### src/rtl/crypto_pkg.sv
// Shared types, widths and the Feistel F function for the OTTER crypto sequencer.
package crypto_pkg;

  typedef enum logic [1:0] {
    IDLE = 2'd0,
    RUN  = 2'd1,
    DONE = 2'd2
  } state_t;

  localparam int ROT    = 3;
  localparam int KEY_W  = 64;
  localparam int HALF_W = 16;

  // F(x, K) = ((x rotl ROT) ^ K) + x, wrapping at HALF_W bits.
  function automatic logic [HALF_W-1:0] f_round(input logic [HALF_W-1:0] x,
                                                input logic [HALF_W-1:0] k);
    logic [HALF_W-1:0] rot;
    rot = (x << ROT) | (x >> (HALF_W - ROT));
    return (rot ^ k) + x;
  endfunction

endpackage

### src/rtl/otter_crypto_seq_if.sv
// Decoder-side request bus and pipeline-side result bus of the crypto sequencer.
// START is the request; it is taken in any IDLE/DONE cycle with ABORT low, STALL
// is high while a request is not yet finished, and DONE pulses once per completed request.
interface otter_crypto_seq_if;
  logic        START;
  logic        DECRYPT;
  logic [31:0] DATA_IN;
  logic        KEY_WE;
  logic [63:0] KEY_IN;
  logic        ABORT;
  logic        STALL;
  logic        DONE;
  logic [31:0] RESULT;
  logic        BUSY;

  modport master (
    output START, DECRYPT, DATA_IN, KEY_WE, KEY_IN, ABORT,
    input  STALL, DONE, RESULT, BUSY
  );

  modport slave (
    input  START, DECRYPT, DATA_IN, KEY_WE, KEY_IN, ABORT,
    output STALL, DONE, RESULT, BUSY
  );
endinterface

### src/rtl/crypto_round.sv
// One combinational 16/16 Feistel round; mode_i = 1 applies the inverse round.
module crypto_round
  import crypto_pkg::*;
(
  input  logic [2*HALF_W-1:0] lr_i,
  input  logic [HALF_W-1:0]   k_i,
  input  logic                mode_i,
  output logic [2*HALF_W-1:0] lr_o
);

  logic [HALF_W-1:0] l;
  logic [HALF_W-1:0] r;

  assign l = lr_i[2*HALF_W-1:HALF_W];
  assign r = lr_i[HALF_W-1:0];

  always_comb begin
    if (mode_i) begin
      lr_o = {r ^ f_round(l, k_i), l};
    end else begin
      lr_o = {r, l ^ f_round(r, k_i)};
    end
  end

endmodule

### src/rtl/otter_crypto_seq.sv
// Multi-cycle ENCRY sequencer: owns the key, round counter, working and result
// registers, runs NROUNDS Feistel rounds per request and stalls the pipeline meanwhile.
module otter_crypto_seq
  import crypto_pkg::*;
#(
  parameter int NROUNDS = 8
) (
  input  logic                CLK,
  input  logic                RST_N,
  otter_crypto_seq_if.slave   bus,
  output state_t              dbg_state
);

  localparam logic [4:0] LAST = 5'(NROUNDS - 1);

  state_t              state_q, state_d;
  logic [4:0]          i_q, i_d;
  logic [KEY_W-1:0]    key_q, key_d;
  logic [31:0]         work_q, work_d;
  logic                mode_q, mode_d;
  logic [31:0]         result_q, result_d;

  logic                accept;
  logic [1:0]          j_lo;
  logic [1:0]          k_idx;
  logic [HALF_W-1:0]   sub_key;
  logic [31:0]         round_out;

  // Decrypt walks the subkeys backwards; only index mod 4 matters, so 2-bit math suffices.
  assign j_lo    = LAST[1:0] - i_q[1:0];
  assign k_idx   = mode_q ? j_lo : i_q[1:0];
  assign sub_key = key_q[{k_idx, 4'b0000} +: HALF_W];

  crypto_round u_round (
    .lr_i   (work_q),
    .k_i    (sub_key),
    .mode_i (mode_q),
    .lr_o   (round_out)
  );

  assign accept = bus.START & ~bus.ABORT & (state_q != RUN);

  always_comb begin
    state_d  = state_q;
    i_d      = i_q;
    key_d    = key_q;
    work_d   = work_q;
    mode_d   = mode_q;
    result_d = result_q;
    case (state_q)
      RUN: begin
        if (bus.ABORT) begin
          state_d = IDLE;
          i_d     = '0;
        end else begin
          work_d = round_out;
          i_d    = i_q + 5'd1;
          // The final round's output goes straight to RESULT so it is valid in the DONE cycle.
          if (i_q == LAST) begin
            state_d  = DONE;
            result_d = round_out;
            i_d      = '0;
          end
        end
      end
      default: begin
        if (bus.KEY_WE) key_d = bus.KEY_IN;
        if (accept) begin
          work_d  = bus.DATA_IN;
          mode_d  = bus.DECRYPT;
          i_d     = '0;
          state_d = RUN;
        end else begin
          state_d = IDLE;
        end
      end
    endcase
  end

  always_ff @(posedge CLK or negedge RST_N) begin
    if (!RST_N) begin
      state_q  <= IDLE;
      i_q      <= '0;
      key_q    <= '0;
      work_q   <= '0;
      mode_q   <= 1'b0;
      result_q <= '0;
    end else begin
      state_q  <= state_d;
      i_q      <= i_d;
      key_q    <= key_d;
      work_q   <= work_d;
      mode_q   <= mode_d;
      result_q <= result_d;
    end
  end

  // STALL is combinational so the accepting cycle already holds the PC.
  assign bus.STALL  = accept | (state_q == RUN);
  assign bus.DONE   = (state_q == DONE);
  assign bus.BUSY   = (state_q == RUN);
  assign bus.RESULT = result_q;
  assign dbg_state  = state_q;

endmodule

### src/flat_wrapper.sv
// flat-port wrapper written by rule: the top's interface ports become plain ports
module otter_crypto_seq_flat import crypto_pkg::*;
#(
  parameter int NROUNDS = 8
)
  (CLK, RST_N, dbg_state, bus_START, bus_DECRYPT, bus_DATA_IN, bus_KEY_WE, bus_KEY_IN, bus_ABORT, bus_STALL, bus_DONE, bus_RESULT, bus_BUSY);
  otter_crypto_seq_if bus_i ();
  input  logic CLK;
  input  logic RST_N;
  output state_t dbg_state;
  input wire logic [$bits(bus_i.START)-1:0] bus_START;
  input wire logic [$bits(bus_i.DECRYPT)-1:0] bus_DECRYPT;
  input wire logic [$bits(bus_i.DATA_IN)-1:0] bus_DATA_IN;
  input wire logic [$bits(bus_i.KEY_WE)-1:0] bus_KEY_WE;
  input wire logic [$bits(bus_i.KEY_IN)-1:0] bus_KEY_IN;
  input wire logic [$bits(bus_i.ABORT)-1:0] bus_ABORT;
  output wire logic [$bits(bus_i.STALL)-1:0] bus_STALL;
  output wire logic [$bits(bus_i.DONE)-1:0] bus_DONE;
  output wire logic [$bits(bus_i.RESULT)-1:0] bus_RESULT;
  output wire logic [$bits(bus_i.BUSY)-1:0] bus_BUSY;
  assign bus_i.START = bus_START;
  assign bus_i.DECRYPT = bus_DECRYPT;
  assign bus_i.DATA_IN = bus_DATA_IN;
  assign bus_i.KEY_WE = bus_KEY_WE;
  assign bus_i.KEY_IN = bus_KEY_IN;
  assign bus_i.ABORT = bus_ABORT;
  assign bus_STALL = bus_i.STALL;
  assign bus_DONE = bus_i.DONE;
  assign bus_RESULT = bus_i.RESULT;
  assign bus_BUSY = bus_i.BUSY;
  otter_crypto_seq #(.NROUNDS(NROUNDS)) u_core (.CLK(CLK), .RST_N(RST_N), .bus(bus_i), .dbg_state(dbg_state));
endmodule
### config.mk
export PLATFORM = sky130hd
export DESIGN_NAME = otter_crypto_seq_flat
export DESIGN_NICKNAME = d
export VERILOG_FILES = /design/src/rtl/crypto_pkg.sv /design/src/rtl/otter_crypto_seq_if.sv /design/src/rtl/crypto_round.sv /design/src/rtl/otter_crypto_seq.sv /design/src/flat_wrapper.sv
export SDC_FILE = /design/constraint.sdc
export NUM_CORES = 1
export LEC_CHECK = 0
export CAP_MARGIN = 20
export CORE_AREA = 2 2 154 156
export CTS_BUF_LIST = sky130_fd_sc_hd__clkbuf_2
export DETAILED_ROUTE_END_ITERATION = 12
export DIE_AREA = 0 0 156 158
export SLEW_MARGIN = 10
export SYNTH_ARGS = -nofsm -noshare
export SYNTH_HDL_FRONTEND = slang
export SYNTH_SLANG_ARGS = --single-unit
### constraint.sdc
create_clock -name CLK -period 9.8 [get_ports CLK]
set_input_delay 1.96 -clock CLK [delete_from_list [all_inputs] [get_ports CLK]]
set_output_delay 1.96 -clock CLK [all_outputs]
set_load 0.1 [all_outputs]
# After elaboration in Yosys (flattened, before gate mapping)
# Cells that the tools add are included.
[word_totals] wordCells=46 out_inout_bits=37 reg_bits=136 inputBits=102
[classes] mux=13 shifts=1 n_eq_ne=6 add_sub_neg=4 reduce_logical=5 bitwise=11
[ops] operator="$mux 32" n=4
[ops] operator="$shiftx 64x7->16" n=1
[ops] operator="$xor 16x16->16" n=4
[ops] operator="$add 16x16->16" n=2
[ops] operator="$or 16x3->16" n=2
[ops] operator="$mux 5" n=4
[ops] operator="$mux 2" n=4
[ops] operator="$reduce_and 2->1" n=3
[ops] operator="$add 5x1->5 const B" n=1
[ops] operator="$eq 5x3->1 const B" n=1
[ops] operator="$ne 3x2->1 const B" n=1
[ops] operator="$reduce_and 3->1" n=1
[ops] operator="$and 1x1->1" n=2
[ops] operator="$eq 2x1->1 const B" n=1
[ops] operator="$eq 2x2->1 const B" n=1
[ops] operator="$ne 2x1->1 const B" n=1
[ops] operator="$ne 2x2->1 const B" n=1
[ops] operator="$not 1->1" n=2
[ops] operator="$reduce_bool 2->1" n=1
[ops] operator="$sub 2x2->2 const A" n=1
[ops] operator="$mux 1" n=1
[ops] operator="$or 1x1->1" n=1

# Depth between registers and ports, before layout
[logic_depth] depth_word=9 depth_mapped=15 depth_no_buf=14

# By module
# From an unflattened synthesis, not the netlist that was laid out.
[hier_totals] cells_unflattened=702 area_unflattened_um2=8819.7
[modules_own_cells] mod="otter_crypto_seq" cells_each=365 area_each_um2=6371.1 instances=1 seq_area_each_um2=3403.3
[modules_own_cells] mod="crypto_round" cells_each=337 area_each_um2=2448.6 instances=1 seq_area_each_um2=0.0

# Worst setup path before layout
# No wires, ideal clock.
[synth_path] path_type="in2out" start="input bus_ABORT" end="output bus_STALL" setup_slack_ns=4.969 path_stages=3 t_arrival_ns=2.871 path_cell_list="clkinv_1 > a21oi_1 > inv_1"
[synth_between] elab_chain_cells=4
[synth_rtl] item="from (decl)" line="flat_wrapper.sv:16" source="input wire logic [$bits(bus_i.ABORT)-1:0] bus_ABORT;"
[synth_rtl] item="$not 1->1 (no source line)"
[synth_rtl] item="$and 1x1->1 (2 in a row)" line="otter_crypto_seq.sv:41" source="assign accept = bus.START & ~bus.ABORT & (state_q != RUN);"
[synth_rtl] item="$or 1x1->1" line="otter_crypto_seq.sv:99" source="assign bus.STALL = accept | (state_q == RUN);"
[synth_rtl] item="to (decl)" line="flat_wrapper.sv:17" source="output wire logic [$bits(bus_i.STALL)-1:0] bus_STALL;"
# Every way passes these cells.

# Final worst setup path
# Same ends and word-level chain as after synthesis.

==> flow_summary.json <==
{
  "utilization_pct": 42.92,
  "min_delay_worst_endpoint": "u_core.bus.RESULT[28]",
  "gp_congestion": 0.9265,
  "p_switching_mw": 1.732,
  "tns_ns": 0,
  "track_usage_pct": 18.21,
  "synth_flop_cell": "dfrtp_1",
  "clock_latency_ns": 0.75,
  "cts_sinks": 136,
  "start_kind": "primary input",
  "hold_path_class": "reg2reg",
  "end_kind": "output port",
  "cts_buffer_depth": 2,
  "tightest_slew_ns": 0.9761,
  "nNetsFinal": 1028,
  "cts_tree": "yes",
  "grt_pass1_wl_um": 33790,
  "clk_pin_slew_ns": 0.16,
  "cts-resized-gates": 0,
  "seqPwrFrac_pct": 22.8,
  "antenna_found_initial": 3,
  "synthTopCellsByCount": "dfrtp_1, nand2_1, mux2_2",
  "outcome": "finished, final reports clean",
  "vias": 6127,
  "vias_per_cell": 5.144,
  "min_period_ns": 6.754,
  "die_width_um": 156,
  "slew_viol_final": 0,
  "post-synth-top-count-cell": "dfrtp_1",
  "synth_cell_types": 61,
  "avgRoutedWirePerCell_um": 18.37,
  "row_count": 56,
  "num_io_pins": 139,
  "layout-drive-gt1-share_pct": 14.24,
  "critPathRequiredTime_ns": 7.84,
  "htreeDepth": 4,
  "reg2regPathDepth": 13,
  "synth_area_leaders": "dfrtp_1, mux2_2, ha_1",
  "syn_inst": 757,
  "synthArstFlopShare_pct": 100.0,
  "holdBufCountCts": 0,
  "ys_seq_area_share_pct": 42.70,
  "start_util_pct": 34.57,
  "pre_cts_ws_ns": 2.997,
  "r2r_start": "u_core.mode_q",
  "p_comb_share_pct": 67.1,
  "synth_area_sq_um": 7970,
  "synth_area_per_cell_sq_um": 10.53,
  "cts_buffers": 17,
  "crit_type": "in2out",
  "critPathArrivalTime_ns": 4.79,
  "p_int_mw": 1.882,
  "postCtsSetupBuffers": 0,
  "cap_viol_max_count": 0,
  "grt_pass1_vias": 6181,
  "power_density_nw_per_um2": 365.2,
  "min_path_cells": 2,
  "vdd_drop_max_mv": 0.1692,
  "grt_start_max_net_pins": 88,
  "synth_top_area_share_pct": 42.70,
  "io_buffers": 138,
  "cp_max_fo": 13,
  "dieArea_sq_um": 24650,
  "fp.dieH_um": 158,
  "rsz0062_at_grt": "false",
  "hold_violations": 0,
  "reg2reg_slack_ns": 4.83,
  "syn_nets": 899,
  "clock.fmax_ghz": 0.1481,
  "finalSetupViolations": 0,
  "root_buffer": "clkbuf_2",
  "synth_warnings": 0,
  "totalWireLength_um": 21880,
  "synth_edf_count": 0,
  "fin_ws_ns": 3.046,
  "grt-ovfl-total": 0,
  "syn_to_final_growth_pct": 24.14,
  "ys_seq_elements": 136,
  "hpwl_um": 16370,
  "max-slew-margin-rel_pct": 34.72,
  "skew_ns": 0.04800,
  "drt_iter0_markers": 391,
  "swShare_pct": 47.92,
  "synth_top_cell_by_area": "dfrtp_1",
  "worstHoldStart": "u_core.bus.RESULT[28]",
  "period_share_pct": 68.92,
  "power.leakage_nw": 4.161,
  "core_area_sq_um": 23050,
  "first_pass_iters": 7,
  "p_clk_share_pct": 10.1,
  "ant_nets": 0,
  "r2r_end": "u_core.work_q[15]",
  "drc": 0
}
## worst max path at each step
stage | startpoint | end | slack (ns) | depth (start not counted)
global placement | bus_ABORT | bus_STALL | 3.00 | 5
floorplan | bus_ABORT | bus_STALL | 4.97 | 3
CTS | bus_ABORT | bus_STALL | 2.98 | 5
detailed placement | bus_ABORT | bus_STALL | 3.00 | 5
global route | bus_ABORT | bus_STALL | 2.86 | 5
finish | bus_ABORT | bus_STALL | 3.05 | 5
## sequential cells by signal (all words and copies together) (netlist names)
register	flops
u_core.bus.RESULT	32
u_core.work_q	32
u_core.i_q	5
u_core.dbg_state	2
u_core.mode_q	1
u_core.key_q	64
## cell usage in the layout (no fill, tap or decap), types with 4 or more instances in the layout
cell type and count:
clkdlybuf4s50_1 137, dfrtp_1 136, nand2_1 72, mux2_2 67
o21ai_0 52, a21oi_1 50, nor2_1 49, xor2_1 45
xnor2_1 42, ha_1 38, inv_1 21, clkbuf_2 21
mux4_2 13, o22ai_1 11, a21o_1 11, nand3_1 8
buf_4 8, a22oi_1 6, nand4_1 6, o21a_1 5
nand2b_1 4, clkinv_1 4, nor2b_1 4, or2_2 4
a32oi_1 4, mux2i_1 4, nor3_1 4, a31oi_1 4
o21bai_1 4
## power by group through the flow
stage	combinational, mW	sequential, mW	clock, mW
6_report	2.42	0.826	0.364
5_1_grt	2.68	0.840	0.398
4_1_cts	2.41	0.822	0.376
3_5_place_dp	2.40	0.833	0
3_3_place_gp	2.39	0.832	0
2_1_floorplan	1.87	0.771	0
## per-layer routing
layer,vias to the layer above,GRT usage [%],part of all wire [%]
li1,2960,-,-
met1,2934,25.12,47
met2,211,27.64,44
met3,22,4.845,7.2
met4,0,6.422,2.1
met5,-,0,0
## metrics by stage
step	hold WS (ns)	power, mW	std cells	area, sq um
floorplan	0.4515	2.644	757	7970
global placement	0.4621	3.224	1157	9638
detailed placement	0.4679	3.229	1157	9638
CTS	0.5068	3.611	1189	9889
global route	0.5207	3.921	1191	9894
finish	0.4982	3.614	1191	9894
## final cells by class
cell class                 count  area (sq um)
fill                        2246         13160
multi-input combinational    562          4343
sequential                   136          3403
timing repair buffer         146          1443
tap                          290         362.8
clock inverter                11         146.4
clock buffer                  21         105.1
inverter                      23         86.33
antenna                        2         5.005
## cell families (layout without fill, tap and decap cells)
group | after synthesis | count (layout) | synth area share, %
AOI/OAI and AO/OA | 182 | 182 | 14.11
xor gates and xnor gates | 89 | 89 | 10.25
adders and majority gates | 40 | 40 | 6.468
buffers and inverters | 59 | 201 | 2.841
DFF | 136 | 136 | 42.70
muxes | 87 | 87 | 14.63
other | 0 | 2 | 0
and+or+nand+nor | 164 | 164 | 8.995
## worst max-delay path: stages
cell             delay, ns
clkdlybuf4s50_1       0.83
clkinv_1              0.39
a21oi_1               0.54
inv_1                 0.09
clkdlybuf4s50_1       0.98
Power figures use the tool's default switching activity.
